### config.mk
export PLATFORM = sky130hd
export DESIGN_NAME = spi_clgen_mode
export DESIGN_NICKNAME = d
export VERILOG_FILES = /design/src/rtl/spi_clgen_mode.sv
export SDC_FILE = /design/constraint.sdc
export NUM_CORES = 1
export LEC_CHECK = 0
export ABC_AREA = 1
export CAP_MARGIN = 30
export CORE_MARGIN = 2
export CORE_UTILIZATION = 55
export DETAILED_ROUTE_END_ITERATION = 10
export HOLD_SLACK_MARGIN = 0.03
export PLACE_DENSITY = 0.8
export SYNTH_ARGS = -nofsm -noshare
export SYNTH_HDL_FRONTEND = slang
export SYNTH_SLANG_ARGS = --single-unit
### constraint.sdc
create_clock -name wb_clk_in -period 2.1 [get_ports wb_clk_in]
set_clock_uncertainty 0.15 [all_clocks]
set_input_delay 0.21 -clock wb_clk_in [delete_from_list [all_inputs] [get_ports wb_clk_in]]
set_output_delay 0.21 -clock wb_clk_in [all_outputs]
set_load 0.01 [all_outputs]
### src/rtl/spi_clgen_mode.sv
// SPI serial-clock generator and transfer sequencer: latches a per-transfer
// configuration, produces SCLK in any SPI mode with resolved sample/shift strobes.
module spi_clgen_mode #(
  parameter int unsigned DIVIDER_LEN = 8,
  parameter int unsigned CNT_LEN     = 7
) (
  input  logic                   wb_clk_in,
  input  logic                   wb_rst_n,
  input  logic                   go,
  input  logic                   abort,
  input  logic                   cpol,
  input  logic                   cpha,
  input  logic [DIVIDER_LEN-1:0] divider,
  input  logic [CNT_LEN-1:0]     char_len,
  output logic                   sclk_out,
  output logic                   pos_edge,
  output logic                   neg_edge,
  output logic                   sample,
  output logic                   shift,
  output logic                   last_clk,
  output logic                   tip,
  output logic                   done
);

  typedef enum logic [1:0] {IDLE, ACTIVE, TRAIL, DONE} state_e;

  localparam logic [DIVIDER_LEN-1:0] DIV_ONE  = {{(DIVIDER_LEN-1){1'b0}}, 1'b1};
  localparam logic [CNT_LEN:0]       EDGE_ONE = {{CNT_LEN{1'b0}}, 1'b1};

  state_e                 state_q, state_d;
  logic [DIVIDER_LEN-1:0] cnt_q, cnt_d;
  logic [DIVIDER_LEN-1:0] div_q, div_d;
  logic [CNT_LEN-1:0]     len_q, len_d;
  logic [CNT_LEN:0]       edge_q, edge_d;
  logic                   cpha_q, cpha_d;
  logic                   sclk_q, sclk_d;

  logic             edge_now;
  logic             leading;
  logic             last_edge;
  logic [CNT_LEN:0] final_idx;

  // 2N-1; a zero length wraps naturally to the all-ones index of 2^CNT_LEN bits
  assign final_idx = {len_q, 1'b0} - EDGE_ONE;
  assign last_edge = (edge_q == final_idx);
  assign leading   = ~edge_q[0];
  assign edge_now  = (state_q == ACTIVE) && (cnt_q == '0) && !abort;

  always_ff @(posedge wb_clk_in) begin
    if (!wb_rst_n) begin
      state_q <= IDLE;
      cnt_q   <= '0;
      div_q   <= '0;
      len_q   <= '0;
      edge_q  <= '0;
      cpha_q  <= 1'b0;
      sclk_q  <= 1'b0;
    end else begin
      state_q <= state_d;
      cnt_q   <= cnt_d;
      div_q   <= div_d;
      len_q   <= len_d;
      edge_q  <= edge_d;
      cpha_q  <= cpha_d;
      sclk_q  <= sclk_d;
    end
  end

  always_comb begin
    state_d = state_q;
    cnt_d   = cnt_q;
    div_d   = div_q;
    len_d   = len_q;
    edge_d  = edge_q;
    cpha_d  = cpha_q;
    sclk_d  = sclk_q;
    unique case (state_q)
      IDLE: begin
        sclk_d = cpol;
        if (go && !abort) begin
          state_d = ACTIVE;
          cnt_d   = divider;
          div_d   = divider;
          len_d   = char_len;
          cpha_d  = cpha;
          edge_d  = '0;
        end
      end
      ACTIVE: begin
        if (abort) begin
          state_d = IDLE;
          sclk_d  = cpol;
        end else if (cnt_q == '0) begin
          cnt_d  = div_q;
          sclk_d = ~sclk_q;
          edge_d = edge_q + EDGE_ONE;
          if (last_edge) state_d = TRAIL;
        end else begin
          cnt_d = cnt_q - DIV_ONE;
        end
      end
      TRAIL: begin
        if (abort) begin
          state_d = IDLE;
          sclk_d  = cpol;
        end else if (cnt_q == '0) begin
          state_d = DONE;
        end else begin
          cnt_d = cnt_q - DIV_ONE;
        end
      end
      DONE: state_d = IDLE;
      default: state_d = IDLE;
    endcase
  end

  // Edge outputs are visible in the same cycle the half-period counter hits zero
  assign sclk_out = sclk_q ^ edge_now;
  assign pos_edge = edge_now & ~sclk_q;
  assign neg_edge = edge_now & sclk_q;
  assign sample   = edge_now & (cpha_q ? ~leading : leading);
  assign shift    = edge_now & (cpha_q ? leading : (~leading & ~last_edge));
  assign last_clk = edge_now & last_edge;
  assign tip      = (state_q == ACTIVE) || (state_q == TRAIL);
  assign done     = (state_q == DONE);

endmodule

* Yosys cells after proc, flatten, opt, wreduce, memory -nomap -nowiden
Index checks and enable logic that the tools add are counted.
Widths: inputs -> output; s select.
** Storage, ports and cells
- Output and inout port bits :: 8
- Register bits after elaboration :: 35
- Word-level logic and storage cells :: 70
- Bits of input ports :: 21
** Operators by class
- Bitwise logic cells :: 10
- Equal/unequal tests :: 13
- Add/subtract/negate cells :: 3
- Reductions and logical operators :: 14
- Mux-type cells :: 23
** Operator list (count)
- $mux 8 :: 8
- $pmux 8 s3 :: 1
- $pmux 8 s2 :: 1
- $sub 8x1->8 const B :: 2
- $mux 2 :: 6
- $ne 2x2->1 const B :: 5
- $add 8x1->8 const B :: 1
- $eq 8x8->1 :: 1
- $logic_not 8->1 :: 1
- $pmux 2 s4 :: 1
- $reduce_and 4->1 :: 2
- $and 1x1->1 :: 6
- $ne 3x3->1 const B :: 2
- $mux 1 :: 5
- $reduce_and 5->1 :: 1
- $eq 2x2->1 const B :: 2
- $logic_and 1x1->1 :: 3
- $ne 3x2->1 const B :: 1
- $not 1->1 :: 3
- $pmux 1 s3 :: 1
- $reduce_and 3->1 :: 1
- $reduce_bool 3->1 :: 1
- $eq 2x1->1 const B :: 1
- $logic_not 2->1 :: 1
- 6 further kinds :: 6

* Longest topological paths before layout
Gate-level depths: netlist (run 1).
- Word-level depth :: 6
- Depth in mapped cells :: 13
- Mapped depth without buffers :: 13

* Least setup slack after synthesis (run 1)
OpenSTA, ideal clock, no wires.
- Path type :: reg-to-output
- From :: reg state_q[1]
- To :: out sclk_out
- Data required time :: 1.740 ns
- Cell stages (with the launch flop) :: 10
- Slack :: 0.183 ns
- Path buffers :: 1
- Arrival :: 1.557 ns
- Cells stage by stage :: dfxtp_1 > inv_1 > ha_1 > buf_2 > inv_1 > nor2_1 > inv_1 > nor2_1 > ha_1 > inv_1
** On the way
- Cells in the longest elaborated chain, start to end :: 4
** RTL lines
- from (decl) :: RTL line 30 : state_e state_q, state_d;
- from (signal assigned) :: RTL line 59 : state_q <= state_d;
- $eq 2x1->1 :: RTL line 47 : assign edge_now = (state_q == ACTIVE) && (cnt_q == '0) && !abort;
- $logic_and 1x1->1 (2 in series) :: RTL line 47
- $xor 1x1->1 :: RTL line 118 : assign sclk_out = sclk_q ^ edge_now;
- to (decl) :: RTL line 15 : output logic sclk_out,
Every way passes these cells.

* Final worst setup path (run 1)
- From :: reg len_q[0]
- To :: out shift
** On the way
- Cells in the longest elaborated chain, start to end :: 6
** RTL lines
- from (decl) :: RTL line 33 : logic [CNT_LEN-1:0] len_q, len_d;
- from (signal assigned) :: RTL line 62 : len_q <= len_d;
- $sub 8x1->8 :: RTL line 44 : assign final_idx = {len_q, 1'b0} - EDGE_ONE;
- $eq 8x8->1 :: RTL line 45 : assign last_edge = (edge_q == final_idx);
- $not 1->1 :: RTL line 122 : assign shift = edge_now & (cpha_q ? leading : (~leading & ~last_edge));
- $and 1x1->1 :: RTL line 122
- $mux 1 :: RTL line 122
- $and 1x1->1 :: RTL line 122
- to (decl) :: RTL line 19 : output logic shift,
Every way passes these cells.

==> impl_metrics.ini, run 1 <==
[synth]
synth_area_per_cell_sq_um = 6.60
synth-seq-area-share_pct = 31.5
synth_most_common_cell = nand2_1
synthTopCellsByArea = dfxtp_1 31%, nand2_1 11%, inv_1 8.1%
ys.flop_type = dfxtp_1
yosysTopAreaCellShare_pct = 31.5
synth-edff-count = 0
syn_area_sq_um = 2220
async_reset_ff_share_pct = 0
yosysTopAreaCell = dfxtp_1
synth_cell_type_count = 35
syn_inst = 337
synth_seq_cells = 35
synthTopCellsByCount = 65 x nand2_1, 48 x inv_1, 45 x nor2_1
synth_nets = 368
ys_warn_count = 0

[global_route]
grt_pass1_vias = 2041
grt_start_max_net_pins = 25
grt_usage_pct = 25.0
antenna_found_initial = 0
grt-ovfl-total = 0
grt_pass1_wl_mm = 8.58

[die]
die_w_um = 67.6
start_util_pct = 56.4
dieArea_sq_um = 4570
rows = 23
ios = 29
coreArea_sq_um = 3940
dieHeight_um = 67.6

[route]
drt-vias-per-instance = 5.20
drt_wl_total_mm = 5.09
final_antenna_net_count = 0
detail_route.wl_per_cell_um = 11.5
firstDrtPassIters = 4
vias = 2300
drtIter0Drc = 144
drc = 0

[power_and_ir_drop]
p_sw_mw = 1.83
swShare_pct = 47.0
pwr_density_cell_nw_per_um2 = 1380
internal-power_mw = 2.07
pwr-share-comb_pct = 64.0
leakagePower_nw = 1.28
seq_power_share_pct = 23.9
p_clk_share_pct = 12.0
ir_drop_mv = 0.923

[critical_path]
arrival_ns = 1.69
critPathMaxStageDelay_ns = 0.33
cp_cell_sequence = inv_2 -> ha_4 -> inv_2 -> nand2_2 -> nand2_1 -> nor2_1 -> nand2_1 -> nor2_1 -> nand3_1 -> and3_1 -> buf_2
crit_path_end_kind = output pin
critical_path_class = register to output pin
required_ns = 1.74
slowest_stage = dfxtp_2
startpoint_type = register
crit_fanout = 3

[sta]
clock.fmax_mhz = 487
tns_ns = 0
drv_slew = 0
fin_crit_sh_pct = 97.8
finalSetupViolCount = 0
hold_viol = 0
period_minus_slack_ns = 2.05
worst_slew_pin_slew_ns = 0.408
max_slew_margin_pct = 72.7
holdWs_ns = 0.301
rsz0062_at_grt = yes

[flow_run]
drv_cap = 0

[final_layout]
postLayoutCoreUtil_pct = 71.7
n_antenna_cell = 0
syn2layout_area_growth_pct = 27.1
final_nets = 422
instances_no_fill = 442
drive_above_1_share_pct = 18.6

[clocking]
cts.sinks = 35
clkTransAtPathRegs_ns = 0.07
h-tree-depth = 2
numCtsBuffers = 5
clk_latency_ns = 0.29
cts_buffer_depth = 2
clockRootBuffer = clkbuf_8
tritoncts = yes

[hold_path]
hp-class = register to register

[placement]
port_buffers = 28
routabilityCongestion = 0.916
dp_hpwl_mm = 3.93
dp_cells = 432

[status]
status = finished clean
[flip-flops by register name (all words and copies together) (netlist names)]
register,cells
cnt_q,8
len_q,7
sclk_q,1
edge_q,8
cpha_q,1
state_q,2
div_q,8
[power groups by stage]
stage                     Sequential (mW)  Combinational (mW)  Clock, mW
after floorplan                     0.934                1.72          0
after global placement              0.934                2.39          0
after detailed placement            0.940                2.42          0
after CTS                           0.927                2.44      0.479
after global routing                0.949                2.79      0.512
final                               0.933                2.50      0.470
[worst paths after layout]
| path | from | end | slack (ns) | cells past startpoint |
|---|---|---|---|---|
| setup reg to reg | len_q[0] | state_q[1] | 0.17 | 15 |
| hold reg to reg | div_q[1] | div_q[1] | 0.30 | 2 |
| hold / removal | div_q[1] | div_q[1] | 0.30 | 2 |
| setup / recovery | len_q[0] | shift | 0.05 | 11 |
[placed cells by master, fill, tap and decap left out, drive strengths merged]
cell type / n
nand4: 1
inv: 50
dlygate4sd2: 1
clkinv: 3
xor2: 9
clkbuf: 9
o21bai: 1
nand3: 18
nand2: 69
nor3: 3
xnor2: 1
or2: 1
ha: 10
and3: 1
a211oi: 2
o211ai: 3
buf: 28
dfxtp: 35
nor2: 52
clkdlybuf4s15: 1
clkdlybuf4s50: 22
o21ai: 34
o22ai: 2
a21oi: 36
[repair_timing]
item                                    in CTS  in global routing
resized for setup                           20                 15
hold buffers                                 0                  0
buffers inserted                             1                  1
endpoints found under the hold margin        0                  0
pin swaps                                    1                 12
endpoints found under the setup margin       6                  8
[cell type report]
class / count / area (sq um)
Clock buffer: 7 / 76.3
Clock inverter: 1 / 5.00
Fill cell: 339 / 1120
Inverter: 52 / 203
Multi-Input combinational cell: 243 / 1320
Sequential cell: 35 / 704
Tap cell: 50 / 62.6
Timing Repair Buffer: 54 / 455
[logic make-up after synthesis]
family / synth area share (%)
buffers and inverters: 10.7
AND/OR/NAND/NOR: 28.9
flip-flops: 31.5
AO/OA/AOI/OAI: 19.3
XOR/XNOR: 3.94
adder cells (fa/ha/maj): 5.62
[critical path: cells and delay by family (launching register included)]
family | cells | cell delay (ns)
simple gates | 7 | 0.58
flops | 1 | 0.33
fa+ha+maj | 1 | 0.27
buf+inv | 3 | 0.22
[per-layer routing]
layer	share of wire [%]	GRT usage [%]	vias to the layer above
li1	-	-	1183
met1	44	29.1	1050
met2	49	43.0	59
met3	5.1	6.00	8
met4	2.1	11.5	0
met5	0	0	-
[per-stage QoR]
| step | worst slack, ns | total power [mW] | cell area (sq um) |
|---|---|---|---|
| after floorplan | 0.183 | 2.66 | 2220 |
| after global placement | -0.0338 | 3.32 | 2710 |
| after detailed placement | -0.0764 | 3.36 | 2710 |
| after CTS | 0.000615 | 3.85 | 2810 |
| after global routing | -0.0733 | 4.25 | 2830 |
| final | 0.0459 | 3.90 | 2830 |
(Power assumes the default switching activity.)
==> run 2: changes to the inputs <==
--- a/config.mk
+++ b/config.mk
@@ -6,12 +6,14 @@
 export NUM_CORES = 1
 export LEC_CHECK = 0
 export ABC_AREA = 1
-export CAP_MARGIN = 30
+export CAP_MARGIN = 5
 export CORE_MARGIN = 2
 export CORE_UTILIZATION = 55
+export CTS_CLUSTER_SIZE = 40
 export DETAILED_ROUTE_END_ITERATION = 10
 export HOLD_SLACK_MARGIN = 0.03
 export PLACE_DENSITY = 0.8
+export RECOVER_POWER = 50
 export SYNTH_ARGS = -nofsm -noshare
 export SYNTH_HDL_FRONTEND = slang
 export SYNTH_SLANG_ARGS = --single-unit
==> run 2 against run 1 <==
  * Critical path depth unchanged
  * Design area fell by 0.89%
  * Sequential power barely moved
  * Sequential share of layout area rose by 0.22 points
  * Setup slack improved by 0.00099 ns
  * Maximum frequency hardly changed
  * Sequential cell count is the same
  * Die area unchanged
  * Hold slack about the same
  * First-iteration DRC count shrank 15%
  * Utilization decreased by 0.63 points
  * Global-route usage did not move
  * Largest power group unchanged
==> impl_metrics.ini, run 2 (synthesis gave the netlist of run 1 again) <==
[die]
dieHeight_um = 67.6
ios = 29
rows = 23
coreArea_sq_um = 3940
start_util_pct = 56.4
dieArea_sq_um = 4570
die_w_um = 67.6

[status]
status = finished clean

[route]
wl_met2_mm = 2.49
final_antenna_net_count = 0
wl_met1_mm = 2.18
drc = 0
drtIter0Drc = 123
top_layer_used = met4
firstDrtPassIters = 5
drt_wl_total_mm = 5.07
drt-vias-per-instance = 5.16
dr_wl_met3_um = 307
vias = 2280
detail_route.wl_per_cell_um = 11.5

[sta]
max_slew_margin_pct = 73.5
period_minus_slack_ns = 2.05
finalSetupViolCount = 0
rsz0062_at_grt = yes
fin_crit_sh_pct = 97.8
clock.fmax_mhz = 487
postLayoutSetupSlackWorst_ns = 0.0469
drv_slew = 0
hold_viol = 0
worst_slew_pin_slew_ns = 0.396

[global_route]
grt_pass1_vias = 2041
antenna_found_initial = 0
grt_pass1_wl_mm = 8.58
grt-ovfl-total = 0
grt_usage_pct = 25.0
grt_start_max_net_pins = 25

[critical_path]
critPathMaxStageDelay_ns = 0.33
critical_path_class = register to output pin
slowest_stage = dfxtp_2
worstRegToRegCells = 10
endpoint = shift
r2r-start = state_q[0]
startpoint_type = register
required_ns = 1.74
r2r_end = edge_q[6]
crit_start = len_q[0]
crit_path_end_kind = output pin
crit_fanout = 3
cp_cell_sequence = inv_2 -> ha_4 -> inv_2 -> nand2_2 -> nand2_1 -> nor2_1 -> nand2_1 -> nor2_1 -> nand3_1 -> and3_1 -> buf_2
arrival_ns = 1.69
regToRegSetupSlack_ns = 0.11

[hold_path]
hp-class = register to register
min_from = div_q[1]

[clocking]
cts_buffer_depth = 2
clkTransAtPathRegs_ns = 0.07
numCtsBuffers = 5
cts.sinks = 35
clockRootBuffer = clkbuf_8
clk_latency_ns = 0.29
h-tree-depth = 2
tritoncts = yes

[power_and_ir_drop]
pwr_density_cell_nw_per_um2 = 1370
ir_drop_mv = 0.904
p_total_mw = 3.85
leakagePower_nw = 1.27

[placement]
dp_hpwl_mm = 3.93
dp_cells = 432
place_area_sq_um = 2710
post-place-ws_ns = -0.0764
routabilityCongestion = 0.916
port_buffers = 28

[final_layout]
instances_no_fill = 442
postLayoutCoreUtil_pct = 71.1
syn2layout_area_growth_pct = 25.9
reg_top3 = cnt_q x8, div_q x8, edge_q x8
final_nets = 422
drive_above_1_share_pct = 17.6
n_antenna_cell = 0
fin_area_sq_um = 2800
final_cell_mix = 62 x nand2_1, 44 x inv_1, 44 x nor2_1
layout_commonest_cell = nand2_1

[flow_run]
drv_cap = 0
[run 2: cell types whose count changed in the layout (fill, tap and decap cells not counted), sizes merged]
cell	delta
dlygate4sd3	+1
clkbuf	+1
clkdlybuf4s50	-1
buf	-1
[run 2: how the worst min path moves through the flow]
stage          endpoint  slack, ns  cells after the start
2_1_floorplan    cpha_q       0.19                      2
3_3_place_gp   div_q[1]       0.29                      2
3_5_place_dp   div_q[1]       0.29                      2
4_1_cts        div_q[1]       0.31                      2
5_1_grt        div_q[7]       0.33                      2
6_report       div_q[1]       0.30                      2
[run 2: through the flow]
| stage | hold slack [ns] | TNS (ns) |
|---|---|---|
| after floorplan | 0.195 | 0 |
| after global placement | 0.287 | -0.0791 |
| after detailed placement | 0.295 | -0.266 |
| after CTS | 0.305 | 0 |
| after global routing | 0.333 | -0.276 |
| final | 0.301 | 0 |
[run 2: repair_timing]
item,4_1_cts,5_1_grt
gates resized for setup,20,15
setup buffers,1,1
pin swaps,1,12
setup endpoints to repair,6,8
hold buffers,0,0
[run 2: worst max-delay path, delay by kind of cell, from the launching register on]
| kind | cells | cell delay, ns |
|---|---|---|
| AND/OR/NAND/NOR | 7 | 0.58 |
| flip-flops | 1 | 0.33 |
| adder cells (fa/ha/maj) | 1 | 0.27 |
| buffers and inverters | 3 | 0.22 |
[run 2: power by group]
| group | internal [mW] | switching (mW) |
|---|---|---|
| registers | 0.824 | 0.109 |
| clock network | 0.232 | 0.236 |
| logic | 0.990 | 1.45 |
| total | 2.05 | 1.80 |
[run 2: layout make-up]
cell class,count,area (sq um)
Multi-Input combinational cell,243,1300
Tap cell,50,62.6
Clock buffer,7,76.3
Sequential cell,35,704
Inverter,52,203
Clock inverter,1,5.00
Fill cell,344,1140
Timing Repair Buffer,54,452
[run 2: metal layers]
layer,vias up,global-route usage (%)
li1,1183,-
met1,1025,29.1
met2,64,43.0
met3,8,6.00
met4,0,11.5
met5,-,0
==> run 3: changes to the inputs <==
--- a/config.mk
+++ b/config.mk
@@ -11,6 +11,7 @@
 export CORE_UTILIZATION = 55
 export CTS_CLUSTER_SIZE = 40
 export DETAILED_ROUTE_END_ITERATION = 10
+export GPL_TIMING_DRIVEN = 1
 export HOLD_SLACK_MARGIN = 0.03
 export PLACE_DENSITY = 0.8
 export RECOVER_POWER = 50
==> results of run 3 <==
No change in the layout: final DEF, timing and power equal those of run 2.
